File: config.mk
export PLATFORM = sky130hd
export DESIGN_NAME = scan_decoder
export DESIGN_NICKNAME = d
export VERILOG_FILES = /design/src/rtl/scan_decoder.sv
export SDC_FILE = /design/constraint.sdc
export NUM_CORES = 1
export LEC_CHECK = 0
export CAP_MARGIN = 40
export CORE_UTILIZATION = 41
export DETAILED_ROUTE_END_ITERATION = 6
export PLACE_DENSITY = 0.68
export SYNTH_ARGS = -nofsm -noshare
export SYNTH_HDL_FRONTEND = slang
export SYNTH_SLANG_ARGS = --single-unit
File: constraint.sdc
create_clock -name clock -period 2.6 [get_ports clock]
set_input_delay 0.65 -clock clock [delete_from_list [all_inputs] [get_ports clock]]
set_output_delay 0.65 -clock clock [all_outputs]
set_load 0.01 [all_outputs]
File: src/rtl/scan_decoder.sv
// scan_decoder: registered one-hot (or one-cold) channel decoder with a
// prescaled auto-scan sequencer, manual channel select, per-channel skip
// mask, selectable output polarity and dead-time blanking between steps.
// Typical use: driving multiplexed display digit enables.
module scan_decoder #(
  parameter int SEL_WIDTH   = 2,
  parameter int PRESCALE    = 50000,
  parameter int DEAD_CYCLES = 0,
  parameter int ACTIVE_LOW  = 0
) (
  input  logic                      clock,
  input  logic                      resetN,
  input  logic                      enable,
  input  logic                      manualMode,
  input  logic [SEL_WIDTH-1:0]      selectIn,
  input  logic [(2**SEL_WIDTH)-1:0] channelMask,
  output logic [(2**SEL_WIDTH)-1:0] signalOut,
  output logic [SEL_WIDTH-1:0]      indexOut,
  output logic                      stepPulse
);

  localparam int N      = 2**SEL_WIDTH;
  localparam int PRE_W  = (PRESCALE > 1) ? $clog2(PRESCALE) : 1;
  localparam int DEAD_W = (DEAD_CYCLES > 0) ? $clog2(DEAD_CYCLES + 1) : 1;

  localparam logic [PRE_W-1:0]  PRE_MAX   = PRE_W'(PRESCALE - 1);
  localparam logic [DEAD_W-1:0] DEAD_LOAD = DEAD_W'(DEAD_CYCLES);
  localparam logic [N-1:0]      INACTIVE  = (ACTIVE_LOW != 0) ? {N{1'b1}} : {N{1'b0}};

  logic [SEL_WIDTH-1:0] r_index;
  logic [PRE_W-1:0]     r_pre;
  logic [DEAD_W-1:0]    r_dead;
  logic [N-1:0]         r_signal;
  logic                 r_step;

  logic                 w_found;
  logic [SEL_WIDTH-1:0] w_searchIndex;
  logic                 w_tick;
  logic [SEL_WIDTH-1:0] w_nextIndex;
  logic [PRE_W-1:0]     w_nextPre;
  logic [DEAD_W-1:0]    w_nextDead;
  logic                 w_change;
  logic                 w_assert;
  logic [N-1:0]         w_onehot;
  logic [N-1:0]         w_nextSignal;

  // Circular search for the nearest enabled channel after the current one;
  // iterating from the far end lets the closest hit overwrite the others,
  // and offset N wraps back onto the current index itself.
  always_comb begin
    w_found       = 1'b0;
    w_searchIndex = r_index;
    for (int k = N; k >= 1; k--) begin
      if (channelMask[r_index + SEL_WIDTH'(k)]) begin
        w_found       = 1'b1;
        w_searchIndex = r_index + SEL_WIDTH'(k);
      end
    end
  end

  // Next-state logic: index, prescaler, dead counter and output pattern.
  always_comb begin
    w_tick      = (r_pre == PRE_MAX);
    w_nextIndex = r_index;
    w_nextPre   = r_pre;
    w_nextDead  = r_dead;
    w_change    = 1'b0;
    if (enable) begin
      if (manualMode) begin
        w_nextIndex = selectIn;
        w_nextPre   = '0;
      end else begin
        w_nextPre = w_tick ? '0 : r_pre + PRE_W'(1);
        if (w_tick && w_found) begin
          w_nextIndex = w_searchIndex;
        end
      end
      w_change = (w_nextIndex != r_index);
      if (w_change) begin
        w_nextDead = DEAD_LOAD;
      end else if (r_dead != '0) begin
        w_nextDead = r_dead - DEAD_W'(1);
      end
    end
    w_assert     = enable && channelMask[w_nextIndex] && (w_nextDead == '0);
    w_onehot     = N'(1) << w_nextIndex;
    w_nextSignal = w_assert ? (INACTIVE ^ w_onehot) : INACTIVE;
  end

  // State and output registers with synchronous active-low reset.
  always_ff @(posedge clock) begin
    if (!resetN) begin
      r_index  <= '0;
      r_pre    <= '0;
      r_dead   <= '0;
      r_signal <= INACTIVE;
      r_step   <= 1'b0;
    end else begin
      r_index  <= w_nextIndex;
      r_pre    <= w_nextPre;
      r_dead   <= w_nextDead;
      r_signal <= w_nextSignal;
      r_step   <= w_change;
    end
  end

  assign signalOut = r_signal;
  assign indexOut  = r_index;
  assign stepPulse = r_step;

endmodule

# Word level (Yosys, flattened, before mapping)
# Cells that the tools add are included.
# Widths: inputs -> output; s select.
# op_classes
add_sub_neg,5
mul,0
n_div,0
order_cmp,5
n_eq_ne,2
shift,1
mux,26
bitwise_logic,1
reduce_logical,5
# op_table
cell,n
$mux 16,2
$add 16x1->16 const B,1
$eq 16x16->1 const B,1
$lt 2x3->1 const B,5
$mux 2,7
$mux 1,12
$bmux 1 s2,5
$add 2x2->2 const B,2
$reduce_and 2->1,2
$shl 1x2->4 const A,1
$logic_and 1x1->1,3
$add 2x1->2 const B,1
$ne 2x2->1,1
$not 1->1,1
$sub 1x1->1 const B,1
# word_totals
register_bits,24
latch_bits,0
ram_bits,0
rom_bits,0
in_bits,10
wordCells,50
memories,0

# Logic depth before layout (Yosys ltp)
# depth
word_depth,16
ltp_mapped,8
mapped_depth_nobuf,7

# Worst setup path after synthesis
# Ideal clock, no wire load.
# synth_path
path_kind,input port to flip-flop
start,in channelMask[3]
end,reg r_signal[1] (netlist: signalOut[1])
setup_ns,0.115
arrival_ns,2.045
t_required_ns,2.485
path_slack_ns,0.439
cell_stages,6
path_buffers,0
path_cell_list,nor4bb_1 -> or4_4 -> nor4_4 -> a31oi_1 -> o22ai_2 -> and3b_1
# synth_via
elab_chain_len,16
elab_cells_between_ends,30
# synth_lines
item,line,source
from (decl),16,"input logic [(2**SEL_WIDTH)-1:0] channelMask,"
$bmux 1 s2,54,if (channelMask[r_index + SEL_WIDTH'(k)]) begin
$mux 1 (not written as such),54,
$mux 1 (4 in a row),54,
$logic_and 1x1->1,74,if (w_tick && w_found) begin
$mux 2,74,
$mux 2,69,if (manualMode) begin
$mux 2,68,if (enable) begin
$mux 2 / $ne 2x2->1 (equally long branches),"68, 78",
$bmux 1 s2 / $mux 1 (equally long branches),"85, 79",
$mux 1 (on tied branches),"85, 68",
$logic_and 1x1->1 / $not 1->1 (equally long branches),85,w_assert = enable && channelMask[w_nextIndex] && (w_nextDead == '0);
$logic_and 1x1->1,85,
$reduce_and 2->1 (no line),-,
to (signal assigned),102,r_signal <= w_nextSignal;
to (decl),33,logic [N-1:0] r_signal;
# Parallel ways exist; a longest one is shown, timed or not. The select of a mux whose other input is x is not followed.
# A chain may end at the register's enable or synchronous reset.

# Worst setup path after layout
# layout_path
start,in channelMask[2]
end,reg r_signal[1] (netlist: signalOut[1])
# Same word-level chain as after synthesis.

==> results.toml <==
[outcome]
outcome = "finished, violations left"
violations = "DRC"

[power]
total_power_mw = 0.6259
leakagePower_nw = 0.5485
peakVddDrop_mv = 0.2259
power_density_nw_per_um2 = 415.8

[timing]
fin_crit_ns = 2.428
finalHoldViolCount = 0
rsz0062_at_grt = "false"
tightest_slew_ns = 0.4924
period_share_pct = 93.38
setup_viol = 0
drv_slew = 0
finalClockSkew_ns = 0.006126
fmax_ghz = 0.4119
timing.slew.headroom_pct = 67.09

[floorplan]
rows = 19
die_y_um = 57.30
core_um2 = 2829
ios = 17
die_w_um = 57.30
dieArea_um2 = 3283
initial_core_util_pct = 44.32

[critical_path]
cp_data_required_time_ns = 2.81
critPathCaptureType = "flip-flop"
crit_type = "in -> reg"
worstPathMaxFanout = 5
cp_data_arrival_time_ns = 2.64
critPathLaunchType = "input port"

[route]
drt-pass1-iter-count = 6
via_per_inst = 5.512
first_iter_violations = 51
wirelength_um = 2656
final_antenna_net_count = 0
vias = 1130
drc = 2
routedWlPerCell_um = 12.96

[synthesis]
synth.most_common_cell = "dfxtp_1"
synthesis.area_um2 = 1254
syn_inst = 150
synth_edf_count = 0
synthTopCellsByCount = "dfxtp_1 (23), nor2_1 (22), nand2_1 (19), nor3_1 (8), xor2_1 (8)"
ys_seq_area_share_pct = 36.73
syn_nets = 161
async_reset_ff_share_pct = 0
netlist.area_leader.share_pct = 36.73
yosysWarnings = 0
synth_largest_area_cell = "dfxtp_1"
synth.distinct_cells = 45
yosys-top-cells-area = "dfxtp_1 (37%), nor2_1 (6.6%), nand2_1 (5.7%)"
postSynthAreaPerCell_um2 = 8.358
synthFlopType = "dfxtp_1"
ys_ff_latch = 23

[global_route]
grt_overflow = 0
antenna_found_initial = 0
grt_pass1_wl_um = 4857
grt_max_degree = 16
grt_pass1_vias = 1069
grt.total_usage_pct = 18.93

[layout]
area_growth_pct = 20.06
nets = 186
utilization_pct = 53.21
stdcell_area_um2 = 1505
stdcell_count = 205
final_layout_size_suffix_gt1_share_pct = 10.92
antennaDiodeCount = 0

[placed_design]
dp_hpwl_um = 2070
portBuffers = 16
dp.cells = 201
place_congestion = 0.8232
placed_area_um2 = 1476

[clock_network]
clockBufferDepth = 2
cts.root.buffer_cell = "clkbuf_4"
post_cts_buffers = 0
clk_pin_slew_ns = 0.13
numCtsBuffers = 3
htreeDepth = 1
cts_tree = "built"
clock_sinks = 23
clk_latency_ns = 0.31

[job]
cap_violations = 0

[hold_path]
hold_class = "reg -> reg"
metal layers:
layer  track usage (%)  vias up  routed length [um]
met3             2.948        2                 112
met2             31.76       28                1251
met5                 0        -                   0
li1                  -      574                   -
met4             6.272        0                  23
met1             24.93      526                1269
final timing paths:
check	start	endpoint	slack [ns]	depth (start not counted)
worst max-delay path	channelMask[2]	signalOut[1]$_SDFF_PP0_	0.17	7
worst min-delay path	r_pre[15]$_SDFFE_PN0P_	r_pre[15]$_SDFFE_PN0P_	0.54	2
worst max register to register	r_pre[0]$_SDFFE_PN0P_	signalOut[1]$_SDFF_PP0_	0.27	7
worst min register to register	r_pre[15]$_SDFFE_PN0P_	r_pre[15]$_SDFFE_PN0P_	0.54	2
area by class of cell:
class                      instances  area (um^2)
timing repair buffer              26        235.2
sequential                        23        460.4
fill                             268         1324
multi-input combinational        117        728.2
tap                               31        38.79
inverter                           4        15.01
clock inverter                     1        5.005
clock buffer                       3        22.52
kinds of logic (layout without fill, tap and decap cells):
family	after synthesis	after routing	share of synthesized area, %
buffers and inverters	10	34	5.289
DFF	23	23	36.73
adders and majority gates	1	1	0.9978
AOI/OAI and AO/OA	17	17	9.581
muxes	1	1	0.7984
xor gates and xnor gates	15	15	10.48
and+or+nand+nor	83	83	36.13
cells in the final DEF, fill, tap and decap left out, drive strengths merged, types with 2 or more instances in the layout:
master / n
xor2: 8
xnor2: 7
nand3: 6
nor3: 8
clkbuf: 3
o21a: 2
and3: 5
o22ai: 3
buf: 10
nor3b: 2
a21oi: 2
and2: 2
clkdlybuf4s50: 16
inv: 4
o21ai: 3
nor4: 3
nor2: 22
dfxtp: 23
nand4: 4
nand2: 19
stage by stage:
stage / TNS [ns] / hold slack (ns) / worst slack (ns)
after detailed placement: -0.5418 / 0.5132 / -0.1812
after global routing: 0 / 0.5925 / 0.04191
final: 0 / 0.5389 / 0.1720
after CTS: 0 / 0.5431 / 0.1596
after global placement: -0.1506 / 0.5023 / -0.09338
after floorplan: 0 / 0.4720 / 0.4392
what timing repair did:
action / CTS / global route
hold buffers: 0 / 0
gates resized for setup: 0 / 1
setup endpoints to repair: 0 / 4
state kept, by name, summed over array words and instances (netlist names):
signal	cells
indexOut	2
stepPulse	1
r_pre	16
signalOut	4
where the power goes:
group          switching, mW  internal [mW]
Sequential           0.00917          0.358
Combinational         0.0441         0.0499
Clock                  0.107         0.0574
Total                  0.160          0.466
critical path, cell delays in order:
cell	delay, ns
clkdlybuf4s50_1	0.52
nor4bb_1	0.08
or4_4	0.57
nor4_4	0.27
a31oi_1	0.14
o22ai_2	0.23
and3b_1	0.20
(Power assumes the default switching activity.)
